<file path="src/rtl/bobatc_pkg.sv">
// bobatc shared types and constants for the UART and command path.
package bobatc_pkg;

  localparam int DEFAULT_CLKS_PER_BIT = 217;
  localparam int CMD_W = 8;

  typedef enum logic [2:0] {
    RX_IDLE,
    RX_START,
    RX_DATA,
    RX_STOP,
    RX_BREAK
  } uart_rx_state_t;

  function automatic logic maj3(
    input logic a,
    input logic b,
    input logic c
  );
    return (a & b) | (a & c) | (b & c);
  endfunction

endpackage

</file>
<file path="src/rtl/bobatc_sync2.sv">
// bobatc two-flop synchronizer with selectable reset value.
module bobatc_sync2 #(
  parameter logic RST_VAL = 1'b0
) (
  input  logic clock,
  input  logic reset,
  input  logic d,
  output logic q
);

  logic meta;

  always_ff @(posedge clock or negedge reset) begin
    if (!reset) begin
      meta <= RST_VAL;
      q    <= RST_VAL;
    end else begin
      meta <= d;
      q    <= meta;
    end
  end

endmodule

</file>
<file path="src/rtl/bobatc_uart_rx.sv">
// bobatc UART 8N1 receiver; BOBATC_UART_RX_MAJORITY_EN enables 3-tap sample voting.
module bobatc_uart_rx
  import bobatc_pkg::*;
#(
  parameter int CLKS_PER_BIT = DEFAULT_CLKS_PER_BIT
) (
  input  logic             clock,
  input  logic             reset,
  input  logic             rx,
  output logic [CMD_W-1:0] data,
  output logic             data_valid,
  output logic             framing_error,
  output logic             receiving
);

  localparam int CW = $clog2(CLKS_PER_BIT);
  localparam logic [CW-1:0] HALF_M1 = CW'(CLKS_PER_BIT / 2 - 1);
  localparam logic [CW-1:0] BIT_M1  = CW'(CLKS_PER_BIT - 1);

  uart_rx_state_t   state;
  logic [CW-1:0]    cnt;
  logic [2:0]       idx;
  logic [CMD_W-1:0] shreg;
  logic             rx_s;
  logic             smp;
  logic             bit_end;

  bobatc_sync2 #(
    .RST_VAL(1'b1)
  ) u_sync (
    .clock(clock),
    .reset(reset),
    .d    (rx),
    .q    (rx_s)
  );

`ifdef BOBATC_UART_RX_MAJORITY_EN
  logic [1:0] hist;

  always_ff @(posedge clock or negedge reset) begin
    if (!reset) hist <= 2'b11;
    else        hist <= {hist[0], rx_s};
  end

  // vote window ends on the nominal sample so timing is unchanged
  assign smp = maj3(hist[1], hist[0], rx_s);
`else
  assign smp = rx_s;
`endif

  assign receiving = (state != RX_IDLE);
  assign bit_end   = (cnt == BIT_M1);

  always_ff @(posedge clock or negedge reset) begin
    if (!reset) begin
      state         <= RX_IDLE;
      cnt           <= '0;
      idx           <= '0;
      shreg         <= '0;
      data          <= '0;
      data_valid    <= 1'b0;
      framing_error <= 1'b0;
    end else begin
      data_valid <= 1'b0;
      unique case (state)
        RX_IDLE: begin
          if (!rx_s) begin
            cnt   <= '0;
            state <= RX_START;
          end
        end
        RX_START: begin
          if (cnt == HALF_M1) begin
            cnt   <= '0;
            idx   <= '0;
            state <= smp ? RX_IDLE : RX_DATA;
          end else begin
            cnt <= cnt + CW'(1);
          end
        end
        RX_DATA: begin
          if (bit_end) begin
            cnt        <= '0;
            shreg[idx] <= smp;
            idx        <= idx + 3'd1;
            if (idx == 3'd7) state <= RX_STOP;
          end else begin
            cnt <= cnt + CW'(1);
          end
        end
        RX_STOP: begin
          if (bit_end) begin
            cnt <= '0;
            if (smp) begin
              data          <= shreg;
              data_valid    <= 1'b1;
              framing_error <= 1'b0;
              state         <= RX_IDLE;
            end else begin
              framing_error <= 1'b1;
              state         <= RX_BREAK;
            end
          end else begin
            cnt <= cnt + CW'(1);
          end
        end
        RX_BREAK: begin
          // a held-low line must not decode as 0x00 frames
          if (rx_s) state <= RX_IDLE;
        end
        default: state <= RX_IDLE;
      endcase
    end
  end

endmodule
</file>
<file path="config.mk">
export PLATFORM = sky130hd
export DESIGN_NAME = bobatc_uart_rx
export DESIGN_NICKNAME = d
export VERILOG_FILES = /design/src/rtl/bobatc_pkg.sv /design/src/rtl/bobatc_sync2.sv /design/src/rtl/bobatc_uart_rx.sv
export SDC_FILE = /design/constraint.sdc
export NUM_CORES = 1
export LEC_CHECK = 0
export ABC_AREA = 1
export CAP_MARGIN = 20
export CORE_ASPECT_RATIO = 2
export CORE_MARGIN = 1.5
export CORE_UTILIZATION = 52
export DETAILED_ROUTE_END_ITERATION = 8
export HOLD_SLACK_MARGIN = 0.06
export PLACE_DENSITY = 0.72
export SLEW_MARGIN = 20
export SYNTH_ARGS = -nofsm -noshare
export SYNTH_HDL_FRONTEND = slang
export SYNTH_SLANG_ARGS = --single-unit
export TNS_END_PERCENT = 10
</file>
<file path="constraint.sdc">
create_clock -name clock -period 2.15 [get_ports clock]
set_input_delay 0.3225 -clock clock [delete_from_list [all_inputs] [get_ports clock]]
set_output_delay 0.3225 -clock clock [all_outputs]
set_load 0.05 [all_outputs]
</file>
# After elaboration in Yosys (flattened, before gate mapping)
# Index checks and enable logic that the tools add are counted.
# word_totals
ff_bits,34
# classes
n_addsub,2
order_cmp,2
eq_ne,13
mux,23
n_reduce_logical,12
# op_table
cell,n
$mux W3,9
$mux W8,3
$pmux W8 S3,1
$pmux W3 S5,1
$ne A2 B2 Y1 const B,5
$add A8 B1 Y8 const B,1
$bwmux W8,1
$eq A8 B7 Y1 const B,1
$eq A8 B8 Y1 const B,1
$eq A3 B2 Y1 const B,2
$eq A3 B3 Y1 const B,2
$pmux W3 S2,1
$reduce_and A2 Y1,3
$reduce_and A3 Y1,2
$reduce_and A6 Y1,1
$reduce_bool A3 Y1,2
$mux W1,5
$lt A3 B4 Y1 const B,1
$add A3 B1 Y3 const B,1
$demux W1 S3,1
$eq A3 B1 Y1 const B,1
$ge A3 B1 Y1 const B,1
$logic_not A3 Y1,1
$mux W2,1
4 further kinds,4

# Logic depth before layout (Yosys ltp)
# depth
word_depth,5
depth_mapped,10
ltp_nobuf,10

# Hierarchy
# A second synthesis with hierarchy kept.
# unflattened
hier_cells,217
area_unflattened_um2,1712.9
# modules_own_cells
module,n_inst,cells_per_inst,area_per_inst_um2
bobatc_uart_rx,1,215,1660.3
bobatc_sync2,1,2,52.6

# Least setup slack after synthesis
# No wires, ideal clock.
# synth_path
path_type,reg-to-reg
start,register cnt[0]
end,register shreg[6]
setup_ns,0.117
arrival_time_ns,1.274
required_time_ns,2.033
path_slack_ns,0.759
stages_incl_launch_ff,11
path_cell_list,dfrtp_1 > inv_1 > ha_1 > nand2_1 > nor2_2 > nand2_4 > nor2_8 > buf_6 > nand3_1 > nand2_1 > nand2_1
# synth_via
elab_chain_cells,2
# synth_rtl
element,line_no,text
start: declaration,bobatc_uart_rx.sv:21,logic [CW-1:0] cnt;
start signal: assignment,bobatc_uart_rx.sv:78,cnt <= cnt + CW'(1);
start signal: assignment,bobatc_uart_rx.sv:88,cnt <= cnt + CW'(1);
start signal: assignment,bobatc_uart_rx.sv:104,cnt <= cnt + CW'(1);
$eq A8 B8 Y1,bobatc_uart_rx.sv:52,assign bit_end = (cnt == BIT_M1);
$reduce_and A2 Y1 (no source line),-,
end signal: indexed assignment,bobatc_uart_rx.sv:84,shreg[idx] <= smp;
end: declaration,bobatc_uart_rx.sv:23,logic [CMD_W-1:0] shreg;
# Every way passes these cells.
# A chain may end at the register's enable or synchronous reset.

# Final worst setup path
# layout_path
start,register data[5]
end,output data[5]
# layout_lines
element,line_no,text
start: declaration,bobatc_uart_rx.sv:10,"output logic [CMD_W-1:0] data,"
start signal: assignment,bobatc_uart_rx.sv:95,data <= shreg;
# No word-level cell between the ends.

==> impl_metrics.yaml <==
clock_network:
  clock_sinks: 34
  worstSkewPairLatency_ns: 0.29
  htree_levels: 2
  cts_tree: "yes"
  post_cts.repair.setup_buffers: 0
  path_clk_slew_ns: 0.06
  numCtsBuffers: 5
  cts_root_buf: "clkbuf_8"
  cts_buffer_depth: 2
  ctsHoldBuffers: 0
worst_setup_path:
  reg2reg_to: "state[0]$_DFFE_PN0P_"
  critPathKind: "reg2out"
  r2r-start: "idx[0]$_DFFE_PN0P_"
  cpPeakStageDelay_ns: 0.81
  path_buf_inv: 1
  cp_max_fo: 2
  cp-end-kind: "primary output"
  worst_path_dominant_cell_family: "buffers and inverters"
  crit_chain: "clkdlybuf4s50_1"
  r2r_setup_slack_ns: 0.58
  r2r_cells: 7
  cp-start-kind: "flip-flop"
  cp.required_ns: 1.83
  worstPathArrival_ns: 1.44
  crit_slowest_cell: "clkdlybuf4s50_1"
sta:
  slew_violations: 0
  rsz0062_at_grt: "false"
  skew_ns: 0.00297
  fmax_mhz: 567
  max-slew-margin-rel: 0.666
  setup_viol: 0
  worst_pin_slew_ns: 0.499
  final_hold_viol_count: 0
  timing.hold.ws_ns: 0.359
  min_period_ns: 1.76
  period_share: 0.821
  tns_ns: 0
detailed_routing:
  num_vias: 1456
  route.met2.wl_um: 1900
  avgViaCountPerCell: 5.43
  wl_met1_um: 1350
  drc: 0
  ant_nets: 0
  drt-wirelength-per-cell_um: 12.8
  totalWireLength_um: 3420
  wl_met3_um: 95
  drt_iter0_markers: 20
  first_pass_iters: 4
  top_layer_used: "met4"
pwr:
  peakVddDrop_mv: 0.599
  p_leak_uw: 0.00111
  power_density_nw_per_um2: 620
  total_power_uw: 1260
global_routing:
  grt_usage: 0.220
  gr-total-overflow: 0
  grt_pass1_vias: 1395
  grt_max_degree: 35
  grt_pass1_wl_um: 6070
  antenna_found_initial: 0
worst_hold_path:
  min_delay_worst_endpoint: "u_sync.q$_DFF_PN1_"
  holdPathStages: 0
  hold_class: "reg2reg"
  min-delay-start: "u_sync.meta$_DFF_PN1_"
synth:
  ys_types: 26
  ys.warnings.count: 0
  ys_ff_latch: 34
  syn_area_um2: 1760
  synth_area_per_cell_um2: 8.02
  synth_nets: 226
  ys_seq_area_frac: 0.486
  synthCells: 219
die:
  die_area_um2: 3760
  rows: 29
  initial_core_util: 0.550
  fp.dieH_um: 85.2
  die_w_um: 44.1
  ioPinCount: 14
  fp.coreArea_um2: 3190
cells_and_area:
  area_growth_pct: 15.5
  final_cell_mix: "nand2_1 (78), dfrtp_1 (32), nand3_1 (24)"
  stdcell_count: 268
  final_common_cell: "nand2_1"
  nets: 244
  drive_above_1_share: 0.0970
  antenna_cells: 0
run_status:
  status: "finished, final reports clean"
placed_design:
  gp_congestion: 0.800
  port_buffers: 13
  place_hpwl_um: 2510
  place_inst: 261
flow_run:
  cap_viol_max_count: 0
[layout make-up]
type	count	area, µm²
Fill cell	290	1160
Sequential cell	34	853
Inverter	24	95.1
Tap cell	31	38.8
Clock buffer	6	82.6
Multi-Input combinational cell	158	788
Clock inverter	1	30.0
Timing Repair Buffer	14	140
[per-layer routing]
layer  track usage  vias to the layer above
li1              -                      734
met1         0.236                      695
met2         0.384                       21
met3        0.0511                        6
met4         0.110                        0
met5             0                        -
[through the flow]
| step | utilization | setup slack [ns] | cell area, µm² |
|---|---|---|---|
| after detailed placement | 0.599 | 0.365 | 1910 |
| final | 0.635 | 0.385 | 2030 |
| after floorplan | - | 0.759 | 1760 |
| after global routing | 0.635 | 0.331 | 2030 |
| after CTS | 0.634 | 0.0508 | 2030 |
| after global placement | 0.599 | 0.377 | 1910 |
[Yosys cell counts, drive strengths merged]
| library cell | number | area (µm²) |
|---|---|---|
| ha | 4 | 50.1 |
| clkinv | 2 | 12.5 |
| nor2 | 23 | 123 |
| dfrtp | 32 | 801 |
| nand2 | 82 | 333 |
| nand3 | 24 | 120 |
| o211ai | 1 | 7.51 |
| o21a | 1 | 7.51 |
| clkbuf | 1 | 3.75 |
| nand4 | 11 | 68.8 |
| nand3b | 3 | 22.5 |
| o21ai | 4 | 20.0 |
| xor2 | 2 | 17.5 |
| buf | 2 | 16.3 |
| a21oi | 1 | 8.76 |
| dfstp | 2 | 52.6 |
| inv | 22 | 82.6 |
| nor3 | 2 | 10.0 |
[worst reg2reg max path, cell delays in order, from the launching register on]
cell     delay [ns]
dfrtp_1        0.55
ha_1           0.22
ha_1           0.15
nor2_1         0.05
nor2_1         0.23
nand3_1        0.13
nand2_1        0.08
nand2_1        0.06
[timing repair]
item                       in CTS  in global routing
gates resized for setup         0                  1
setup endpoints to repair       0                  1
hold endpoints to repair        0                  0
[sequential cells by signal, indices dropped and copies added, names as in the netlist, 3 cells and up]
name	cells
cnt	8
shreg	8
idx	3
data	8
state	3
[cells by family after synthesis]
| family | synth area share |
|---|---|
| XOR/XNOR | 0.00997 |
| adder cells (fa/ha/maj) | 0.0285 |
| AND/OR/NAND/NOR | 0.385 |
| buffers and inverters | 0.0655 |
| flip-flops | 0.486 |
| AO/OA/AOI/OAI | 0.0249 |
[worst max path at each step]
| stage | cells after the start | end | slack [ns] | start |
|---|---|---|---|---|
| 4_1_cts | 3 | receiving | 0.05 | state[2]$_DFFE_PN0P_ |
| 3_3_place_gp | 3 | receiving | 0.38 | state[2]$_DFFE_PN0P_ |
| 3_5_place_dp | 3 | receiving | 0.37 | state[2]$_DFFE_PN0P_ |
| 6_report | 1 | data[5] | 0.39 | data[5]$_DFFE_PN0P_ |
| 2_1_floorplan | 10 | shreg[6]$_DFFE_PN0P_ | 0.76 | cnt[0]$_DFFE_PN0P_ |
| 5_1_grt | 1 | data[3] | 0.33 | data[3]$_DFFE_PN0P_ |
[report_power, final]
part | total [µW] | switching, µW | internal, µW
clock network | 592 | 222 | 370
registers | 648 | 4.59 | 643
logic | 17.1 | 12.5 | 4.59
No activity file was read; power rests on OpenSTA's default activity.
